$ cat src/rtl/fetch_queue.sv
// fetch_queue: fetch stage issuing credit-limited in-order imem requests and buffering results in a FIFO.
// Define FETCH_MISALIGN_EN to add the sticky misaligned-redirect fault (misalign_fault / misalign_pc).
module fetch_queue #(
    parameter int unsigned      WIDTH    = 32,
    parameter int unsigned      DEPTH    = 4,
    parameter logic [WIDTH-1:0] RESET_PC = WIDTH'(32'hBFC00000)
) (
    input  logic             clk,
    input  logic             rst,
    input  logic             redirect,
    input  logic [WIDTH-1:0] redirect_pc,
    output logic             imem_req_valid,
    input  logic             imem_req_ready,
    output logic [WIDTH-1:0] imem_req_addr,
    input  logic             imem_rsp_valid,
    input  logic [WIDTH-1:0] imem_rsp_data,
`ifdef FETCH_MISALIGN_EN
    output logic             misalign_fault,
    output logic [WIDTH-1:0] misalign_pc,
`endif
    output logic             out_valid,
    input  logic             out_ready,
    output logic [WIDTH-1:0] out_instr,
    output logic [WIDTH-1:0] out_pc,
    output logic [WIDTH-1:0] out_pc_plus4
);

    localparam int unsigned AW = $clog2(DEPTH);
    localparam int unsigned CW = AW + 1;
    localparam logic [CW:0] LP_DEPTH = (CW+1)'(DEPTH);

    logic [WIDTH-1:0] r_fetch_pc;
    logic [WIDTH-1:0] r_rsp_pc;
    logic [CW-1:0]    r_count;
    logic [CW-1:0]    r_outstanding;
    logic [CW-1:0]    r_drop;
    logic [AW-1:0]    r_wptr;
    logic [AW-1:0]    r_rptr;
    logic [WIDTH-1:0] r_instr_q [DEPTH];
    logic [WIDTH-1:0] r_pc_q    [DEPTH];

    logic [CW:0]      w_used;
    logic [CW-1:0]    w_inflight;
    logic [WIDTH-1:0] w_target;
    logic             w_issue_ok;
    logic             w_flush;
    logic             w_req_valid;
    logic             w_req_fire;
    logic             w_rsp_drop;
    logic             w_push;
    logic             w_pop;

    assign w_flush     = rst || redirect;
    assign w_used      = {1'b0, r_count} + {1'b0, r_outstanding};
    assign w_req_valid = !w_flush && w_issue_ok && (w_used < LP_DEPTH);
    assign w_req_fire  = w_req_valid && imem_req_ready;
    assign w_rsp_drop  = imem_rsp_valid && (r_drop != '0);
    assign w_push      = imem_rsp_valid && (r_drop == '0) && !w_flush;
    assign w_pop       = (r_count != '0) && out_ready && !w_flush;
    // Requests still owed a response once this cycle's response (if any) has been consumed.
    assign w_inflight  = r_outstanding - CW'(imem_rsp_valid);

    assign imem_req_valid = w_req_valid;
    assign imem_req_addr  = r_fetch_pc;

`ifdef FETCH_MISALIGN_EN
    logic             r_fault;
    logic [WIDTH-1:0] r_misalign_pc;

    assign w_target   = redirect_pc;
    assign w_issue_ok = !r_fault;

    always_ff @(posedge clk) begin
        if (rst) begin
            r_fault       <= 1'b0;
            r_misalign_pc <= '0;
        end else if (redirect) begin
            r_fault <= (redirect_pc[1:0] != 2'b00);
            if (redirect_pc[1:0] != 2'b00) r_misalign_pc <= redirect_pc;
        end
    end

    assign misalign_fault = r_fault;
    assign misalign_pc    = r_misalign_pc;
`else
    assign w_target   = redirect_pc & ~WIDTH'(3);
    assign w_issue_ok = 1'b1;
`endif

    // NOTE: sequential state uses non-blocking assignments so every register samples pre-edge values.
    always_ff @(posedge clk) begin
        if (rst) begin
            r_fetch_pc    <= RESET_PC;
            r_rsp_pc      <= RESET_PC;
            r_count       <= '0;
            r_wptr        <= '0;
            r_rptr        <= '0;
            r_outstanding <= w_inflight;
            r_drop        <= w_inflight;
        end else if (redirect) begin
            // Everything still in flight belongs to the old path and is discarded on return.
            r_fetch_pc    <= w_target;
            r_rsp_pc      <= w_target;
            r_count       <= '0;
            r_wptr        <= '0;
            r_rptr        <= '0;
            r_outstanding <= w_inflight;
            r_drop        <= w_inflight;
        end else begin
            if (w_req_fire) r_fetch_pc <= r_fetch_pc + WIDTH'(4);
            if (w_push) begin
                r_rsp_pc <= r_rsp_pc + WIDTH'(4);
                r_wptr   <= r_wptr + AW'(1);
            end
            if (w_pop) r_rptr <= r_rptr + AW'(1);
            if (w_rsp_drop) r_drop <= r_drop - CW'(1);
            r_count       <= r_count + CW'(w_push) - CW'(w_pop);
            r_outstanding <= w_inflight + CW'(w_req_fire);
        end
    end

    // NOTE: the storage array has no reset; r_count alone decides which entries are live.
    always_ff @(posedge clk) begin
        if (w_push) begin
            r_instr_q[r_wptr] <= imem_rsp_data;
            r_pc_q[r_wptr]    <= r_rsp_pc;
        end
    end

    assign out_valid    = (r_count != '0);
    assign out_instr    = r_instr_q[r_rptr];
    assign out_pc       = r_pc_q[r_rptr];
    assign out_pc_plus4 = out_pc + WIDTH'(4);

    a_no_overflow: assert property (@(posedge clk) disable iff (rst)
        !(w_push && !w_pop && (r_count == CW'(DEPTH))));
    a_no_orphan_rsp: assert property (@(posedge clk) disable iff (rst)
        !(imem_rsp_valid && (r_outstanding == '0)));

endmodule
$ cat config.mk
export PLATFORM = sky130hd
export DESIGN_NAME = fetch_queue
export DESIGN_NICKNAME = d
export VERILOG_FILES = /design/src/rtl/fetch_queue.sv
export SDC_FILE = /design/constraint.sdc
export NUM_CORES = 1
export LEC_CHECK = 0
export ABC_CLOCK_PERIOD_IN_PS = 3200
export CAP_MARGIN = 0
export CORE_MARGIN = 2
export CORE_UTILIZATION = 45
export DETAILED_ROUTE_END_ITERATION = 12
export PLACE_DENSITY = 0.71
export SYNTH_ARGS = -nofsm -noshare
export SYNTH_HDL_FRONTEND = slang
export SYNTH_SLANG_ARGS = --single-unit
$ cat constraint.sdc
create_clock -name clk -period 3.2 [get_ports clk]
set_input_delay 0.64 -clock clk [delete_from_list [all_inputs] [get_ports clk]]
set_output_delay 0.64 -clock clk [all_outputs]
set_load 0.05 [all_outputs]
Yosys cells after proc, flatten, opt, wreduce, memory -nomap -nowiden

Memory sizes are Yosys's and may differ from the RTL's. A register that Yosys moved wholly into a read port is not among the register bits.
Index checks and enable logic that the tools add are counted.

RAM bits: 256
Register bits: 77
Memories kept: 2
Bits of input ports: 70
Logic and storage cells: 54
Output and inout port bits: 130

Reduce and logical (&&, ||, !) cells: 16
Magnitude comparators: 1
Multiplexer cells: 15
Add/sub/neg operators: 11

Memories:

| memory    | depth | bits a word | rd ports | clocked after memory_dff | wr ports | RTL line | source |
|---|---|---|---|---|---|---|---|
| r_instr_q | 4     | 32          | 1        | 1                        | 1        | 39       | `logic [WIDTH-1:0] r_instr_q [DEPTH];` |
| r_pc_q    | 4     | 32          | 1        | 1                        | 1        | 40       | `logic [WIDTH-1:0] r_pc_q [DEPTH];` |

Operators by type and width:

| operator                                                              | number |
|---|---|
| 32-bit two-way mux                                                    | 4 |
| 32-bit by 3-bit adder with 32-bit output (second input constant)      | 3 |
| 3-bit two-way mux                                                     | 5 |
| 3-bit nonzero test                                                    | 3 |
| 2-bit two-way mux                                                     | 4 |
| 1-bit logical AND                                                     | 7 |
| 3-bit by 1-bit adder with 3-bit output                                | 2 |
| 3-bit by 1-bit subtractor with 3-bit output                           | 2 |
| 2-bit by 1-bit adder with 2-bit output (second input constant)        | 2 |
| 3-bit by 3-bit adder with 4-bit output                                | 1 |
| 4-bit by 3-bit < comparator with 1-bit output (second input constant) | 1 |
| 2-bit nonzero test                                                    | 2 |
| 3-bit zero test                                                       | 1 |
| 3-bit by 1-bit subtractor with 3-bit output (second input constant)   | 1 |
| 1-bit two-way mux                                                     | 2 |
| 2-bit OR reduction                                                    | 1 |
| 1-bit zero test                                                       | 1 |
| 1-bit logical OR                                                      | 1 |

Logic depth before layout (Yosys ltp)

Depth in word-level cells: 7
Mapped depth: 12
Depth with buffers taken out: 12

Worst setup path before layout

OpenSTA, ideal clock, no wires.

Path type: register -> output
Start: reg (tool-made name)
End: out out_pc_plus4[26]
Data required time: 2,560 ps
Data arrival time: 2,912 ps
Stages on the path, launching flop included: 9
Setup slack: -352 ps
Path buffers: 2
Path through: dfxtp_1 buf_4 buf_6 mux4_2 ha_1 nand3_1 nor4_4 nand4_1 xnor2_1

RTL lines:

| item             | RTL line | source |
|---|---|---|
| end: declaration | 25       | `output logic [WIDTH-1:0] out_pc_plus4` |

==> results.md <==
* Remaining antenna violation count at 0
* H-tree level count at 2
* Overall Global Routing Usage at 0.2001
* Number of buffers on the longest clock path at 3
* Slack of the critical path at -0.09115 ns
* Max stage delay cell, worst path: sky130_fd_sc_hd__mux4_2
* Worst r2r path cells at 6
* Number of diodes added for antenna fixing at 0
* Count of endpoints failing setup in the final report at 16
* Fraction of the cycle the final worst path needs at 1.028
* Via count of the first global-routing pass at between 9000 and 10000
* Buf/Inv on CP at 3
* Largest net degree at the start of global routing at 54
* Unrepaired setup endpoints after global routing: yes
* X dimension of the die at between 150 and 200 um
* Slowest stage delay, CP at just under 0.4 ns
* Endpoint kind of the worst setup timing path: output port
* Layout overhead on the synthesized area at 36.21%
* Number of enable flip-flop cells after synthesis at around 250
* CP most frequent cell: sky130_fd_sc_hd__buf_6
* Proportion of synthesized chip area in sequential cells at 0.6528
* Final worst clock skew at between 0.01 and 0.015 ns
* Final #Nets at 1291
* Routed len/inst at a little under 20 um
* Root buf cell: sky130_fd_sc_hd__clkbuf_16
* Core box area at between 30000 and 40000 um2
* Total leakage power at 6.580 nW
* TritonCTS clock tree: done
* Input/output buffers at roughly 190
* Outcome: complete, but fails checks
* Fraction of final layout cells sized beyond drive strength 1 at 0.2726
* Initial antenna violation count at 0
* Netlist cell types at just under 60
* Starting density of the core at 0.4532
* Arrival time worst endpoint at between 2 and 3 ns
* Gate count after technology mapping at ~930
* Number of buffers created by CTS at 35
* Worst-case vdd ir drop at roughly 0.36 mV
* Minimum period implied by the final worst setup slack at about 3.3 ns
* Global placer's final weighted congestion at roughly 0.9
* Clock latency on the worst-skew pair at roughly 0.50 ns
* # IOs at 200
* Post-synthesis sequential element count at 323
* Worst setup SP type: flop
* Delay-heaviest family, CP: simple AND/OR/NAND/NOR gates
* Height of the die at approximately 180 um
* First-pass GRT wire length at between 40000 and 50000 um
* Die area at approximately 32000 um2
* Share of flip-flops with an asynchronous set or reset at 0
* Post-detailed-route DRC marker count at 0
* Vias at 8916
* HPWL Detailed at ~21000 um
* Path length in cells of the critical path at 9
* Vias/cell at between 5 and 6
* Post-layout util at 0.6173
* Final number of hold-violating endpoints at 0
* Number of slew-limit violations in the final report at 0
* Number of cells on the worst hold path at 2
* Worst hold path type: reg2reg
* Total of warnings raised by yosys at 0
* Critical path, cell by cell: buf_6, mux4_2, ha_4, nand3_4, nor4_4, buf_6, nand4_1, xnor2_2, buf_12
* Fill cells at between 2000 and 2500
* Violated checks: setup timing
* Hold-fix buffers at CTS at 0
* Total power per unit cell area at between 500 and 600 nW/um2
* Worst Tran Pin Value at between 0.6 and 0.7 ns
* CP Class: reg2out
* Mean post-synth cell area at 14.87 um2
* Worst EP required at 2.56 ns
* Max-cap violation count at 0
* Worst relative slew slack at 0.5760
* Top FF cell, synth: sky130_fd_sc_hd__edfxtp_1
* Final WL at approximately 32000 um
* Syn Std Cell Area at 13750 um2
* DRC violation total after the first TritonRoute iteration at 513
* Biggest fanout along the worst timing path at 7
* Clock input transition at the sequential cells of the worst setup and hold paths at about 0.060 ns
* Highest Clock Rate at between 300 and 400 MHz
* Count of clock tree sinks at between 300 and 400
* Setup tns final at -0.7108 ns
* Number of placement rows at 64
* First-pass iteration count of the detailed router at 5
* Total gr overflow at 0
cells by family (layout without fill, tap and decap cells):
logic type,Yosys count,after routing,synth area share
other,1,6,0.0002726
adder cells (fa/ha/maj),18,18,0.01692
buffers and inverters,76,375,0.02674
XOR/XNOR,64,64,0.04075
flip-flops,323,323,0.6528
multiplexers,67,67,0.1052
AND/OR/NAND/NOR,254,254,0.1018
AO/OA/AOI/OAI,122,122,0.05549
registers in the layout, summed over array words and instances, names as in the netlist, named ones only:
signal and count:
r_instr_q 128, r_rsp_pc 30, r_count 3, r_drop 3
imem_req_addr 30, r_rptr 2, r_pc_q 120, r_wptr 2
r_outstanding 3
worst paths after layout:
check                 endpoint       start  slack [ns]
min                  r_wptr[1]   r_wptr[1]        0.50
max           out_pc_plus4[26]        flop       -0.09
max reg2reg  imem_req_addr[18]  r_count[1]        0.71
min reg2reg          r_wptr[1]   r_wptr[1]        0.50
worst reg2reg max path, stage by stage, from the launching register on:
cell,delay (ns)
sky130_fd_sc_hd__dfxtp_1,0.39
sky130_fd_sc_hd__ha_1,0.25
sky130_fd_sc_hd__a311o_1,0.36
sky130_fd_sc_hd__or4b_4,0.55
sky130_fd_sc_hd__buf_4,0.21
sky130_fd_sc_hd__or4b_1,0.50
sky130_fd_sc_hd__a31oi_1,0.16
cell usage in the layout, fill, tap and decap left out, types with 25 or more instances in the layout:
master and instances:
sky130_fd_sc_hd__a21oi_1 32, sky130_fd_sc_hd__buf_12 39, sky130_fd_sc_hd__buf_4 99, sky130_fd_sc_hd__clkbuf_16 38
sky130_fd_sc_hd__clkdlybuf4s50_1 103, sky130_fd_sc_hd__dfxtp_1 70, sky130_fd_sc_hd__edfxtp_1 251, sky130_fd_sc_hd__inv_1 25
sky130_fd_sc_hd__mux4_2 62, sky130_fd_sc_hd__nand2_1 48, sky130_fd_sc_hd__nand4_1 27, sky130_fd_sc_hd__nor2_1 40
sky130_fd_sc_hd__o21ai_0 29
metrics by stage:
step | cells | hold WS (ns) | setup slack (ns) | power [mW] | cell area, um2
after floorplan | 930 | 0.4658 | -0.08157 | 5.449 | 13990
after global placement | 1519 | 0.4794 | 0.09904 | 5.834 | 16870
after detailed placement | 1519 | 0.4873 | 0.06174 | 5.856 | 16870
after CTS | 1617 | 0.4952 | -0.1590 | 10.06 | 18590
after global routing | 1625 | 0.5279 | -0.2227 | 10.32 | 18740
final | 1625 | 0.4960 | -0.09115 | 9.969 | 18740
power by group:
group          leakage (nW)  switching [mW]  internal, mW
Clock                 0.592            1.57          2.62
Combinational          3.12           0.585         0.422
Sequential             2.86           0.128          4.65
Total                  6.58            2.28          7.69
layer usage:
layer / share of wire / track usage / vias up
li1: - / - / 4160
met1: 0.43 / 0.2741 / 4390
met2: 0.48 / 0.3288 / 311
met3: 0.070 / 0.03499 / 55
met4: 0.025 / 0.05827 / 0
met5: 0 / 0 / -
Yosys cell counts, types with 6 or more instances:
cell / n / area share
sky130_fd_sc_hd__a211oi_1: 7 / 0.0038
sky130_fd_sc_hd__a21boi_0: 10 / 0.0055
sky130_fd_sc_hd__a21oi_1: 32 / 0.012
sky130_fd_sc_hd__a31oi_1: 18 / 0.0082
sky130_fd_sc_hd__and2_1: 14 / 0.0064
sky130_fd_sc_hd__and3_1: 16 / 0.0073
sky130_fd_sc_hd__and4_1: 9 / 0.0057
sky130_fd_sc_hd__buf_1: 6 / 0.0016
sky130_fd_sc_hd__buf_4: 11 / 0.0060
sky130_fd_sc_hd__clkbuf_1: 23 / 0.0063
sky130_fd_sc_hd__dfxtp_1: 72 / 0.10
sky130_fd_sc_hd__edfxtp_1: 251 / 0.55
sky130_fd_sc_hd__ha_1: 17 / 0.015
sky130_fd_sc_hd__inv_1: 26 / 0.0071
sky130_fd_sc_hd__mux4_2: 62 / 0.10
sky130_fd_sc_hd__nand2_1: 54 / 0.015
sky130_fd_sc_hd__nand3_1: 33 / 0.012
sky130_fd_sc_hd__nand4_1: 27 / 0.012
sky130_fd_sc_hd__nor2_1: 46 / 0.013
sky130_fd_sc_hd__nor3_1: 16 / 0.0058
sky130_fd_sc_hd__nor4_1: 9 / 0.0041
sky130_fd_sc_hd__o21ai_0: 29 / 0.011
sky130_fd_sc_hd__or3_1: 6 / 0.0027
sky130_fd_sc_hd__xnor2_1: 40 / 0.025
sky130_fd_sc_hd__xor2_1: 24 / 0.015
cell type report:
| class | instances | area, um2 | share of cell area |
|---|---|---|---|
| Multi-Input combinational cell | 531 | 4903 | 0.2617 |
| Inverter | 27 | 106.4 | 0.005676 |
| Sequential cell | 323 | 8986 | 0.4796 |
| Timing Repair Buffer | 285 | 3030 | 0.1617 |
| Tap cell | 396 | 495.5 | 0.02645 |
| Clock buffer | 44 | 955.9 | 0.05102 |
| Clock inverter | 19 | 257.7 | 0.01376 |
what timing repair did:
action / in CTS / in global routing
setup endpoints to repair: 62 / 27
pin swaps: 17 / 12
resized for setup: 75 / 20
buffers inserted: 36 / 8
cloned: 1 / 0
endpoints found under the hold margin: 0 / 0
Note: power is estimated with default switching activity, not from simulation.
==> RTL change (config.mk and constraints unchanged) <==
`DEPTH`: 4 -> 2.
--- a/src/rtl/fetch_queue.sv
+++ b/src/rtl/fetch_queue.sv
@@ -4,3 +4,3 @@
     parameter int unsigned      WIDTH    = 32,
-    parameter int unsigned      DEPTH    = 4,
+    parameter int unsigned      DEPTH    = 2,
     parameter logic [WIDTH-1:0] RESET_PC = WIDTH'(32'hBFC00000)
Check against the original RTL: not equivalent (Yosys sat finds a counterexample within 4 cycles, from zero or initial values and one cycle with rst high).
==> RTL change against the original RTL <==
Total power shrank 41%. Wire length shrank 33%. Sequential cell count shrank 130. Final area shrank 33%. Synthesized area shrank 35%. Critical path depth shrank 1. Clock power shrank 53%. Worst setup slack gained 0.15 ns. Count of clock-buffer cells in the layout shrank 27.
==> RTL change: results (changes against the original RTL) <==
Setup path
  • R2R depth: 7 (+1)
  • CP Capture Point: out_pc_plus4[24]
  • Flop-to-flop setup slack: 0.67 ns (-0.04 ns)
  • Worst r2r src: r_count[0]$_SDFF_PP0_
  • CP max FO: 10 (+3)
  • Slowest stage delay, CP: 0.41 ns (+0.02 ns)
  • WP data arrival: 2.50 ns (-0.15 ns)

Yosys
  • Post-synth EDFFs: 126 (-50%)
  • Synth area leaders: edfxtp_1 (42%), dfxtp_1 (15%), mux2_2 (6.7%), xnor2_1 (4.2%), xor2_1 (3.0%)
  • Adder-cell share of the synthesized area: 0.01346 (-0.003456)
  • Most instantiated cells after synthesis: edfxtp_1 (126), dfxtp_1 (67), mux2_2 (53), nand2_1 (44), xnor2_1 (43)
  • Register area share after synthesis: 0.5745 (-0.07830)
  • XOR/XNOR Fraction of Synth Area: 0.07265 (+0.03190)
  • Netlist cell types: 65 (+10%)
  • Multiplexer area fraction after synthesis: 0.07700 (-0.02825)
  • Complex-gate fraction of the synthesized area: 0.09088 (+0.03539)

Routing
  • Via Count: 6581 (-26%)
  • Routed WL: 21370 um (-33%)
  • Initial DRC Count: 335 (-35%)

Clocking
  • Htree depth: 4 (+2)
  • Clock buffer depth: 2 (-1)
  • Worst skew pair latency: 0.43 ns (-0.07 ns)
  • Setup bufs post-CTS: 5 (-86%)
  • Cts repair resizes: 11 (-85%)
  • Clock Sinks: 193 (-40%)
  • Root buffer cell: clkbuf_16

Cells and area
  • Inverter count: 18 (-33%)
  • Fin nets: 1036 (-20%)
  • Fraction of area in multi-input gates: 0.3177 (+0.05597)
  • Fill count: 1501 (-32%)
  • Buffering overhead: 0.1962 (+0.03444)
  • Antenna fix cells: 0 (unchanged)
  • Clock buffer count: 17 (-61%)
  • Layout clock area frac: 0.04291 (-0.02187)
  • Sequential cell area share: 0.4109 (-0.06870)
  • Largest regs: r_instr_q: 64 flops, r_pc_q: 60 flops
  • Final Core Density: 0.6413 (+0.02394)
  • Layout cells sized above 1: 0.2113 (-0.06124)
  • Multi-input gates: 503 (-5.3%)

Power and ir drop
  • LEAKAGE: 0.004334 uW (-34%)
  • Flop pwr share: 0.494 (+0.015)
  • Switch Pwr: 1658 uW (-27%)
  • Max VDD drop: 0.0004171 V (+17%)

Min path
  • Min-Delay Endpoint: r_pc_q[1][31]$_DFFE_PP_
  • Hold path cells: 0 (-2)
  • Hold path startpoint: r_rsp_pc[31]$_SDFFE_PP1P_

Global routing
  • First-pass GRT wire length: 32910 um (-33%)
  • Gr usage total: 0.2045 (+0.004417)
  • Number of global-route vias before repair: 6289 (-30%)

Timing
  • Slew @ Worst Pin: 0.5748 ns (-0.05889 ns)
  • Hold Worst Slack: 0.4838 ns (-0.01220 ns)
  • Skew final: 0.009701 ns (-0.004376 ns)

Placed design
  • Area after DPL: 11760 um2 (-30%)
  • Routability cong.: 0.8266 (-8.9%)
  • Final HPWL DP: 15690 um (-26%)

Status
  • Status: complete, no violations

Floorplanning
  • Well tap count: 265 (-33%)
[RTL change: cell count changes after synthesis, moves of 12 or more]
cell	before	now
mux4_2	62	0
edfxtp_1	251	126
a31oi_1	18	4
o21ai_0	29	14
a21boi_0	10	24
nor2_1	46	34
mux2_2	1	53
[RTL change: through the flow]
step | power, uW | cells | setup WS [ns] | setup TNS, ns
2_1_floorplan | 3562 | 750 | -0.3395 | -3.118
3_3_place_gp | 3949 | 1197 | 0.2399 | 0
3_5_place_dp | 3963 | 1197 | 0.2175 | 0
4_1_cts | 5899 | 1234 | 0.001343 | 0
5_1_grt | 6081 | 1235 | -0.06578 | -0.3464
6_report | 5867 | 1235 | 0.06213 | 0
[RTL change: per-layer routing]
layer  up-vias  global-route usage  part of all wire
li1       3201                   -                 -
met5         -                   0                 0
met2       237              0.3376              0.46
met1      3111              0.2646              0.44
met3        32             0.05331             0.082
met4         0             0.06336             0.019
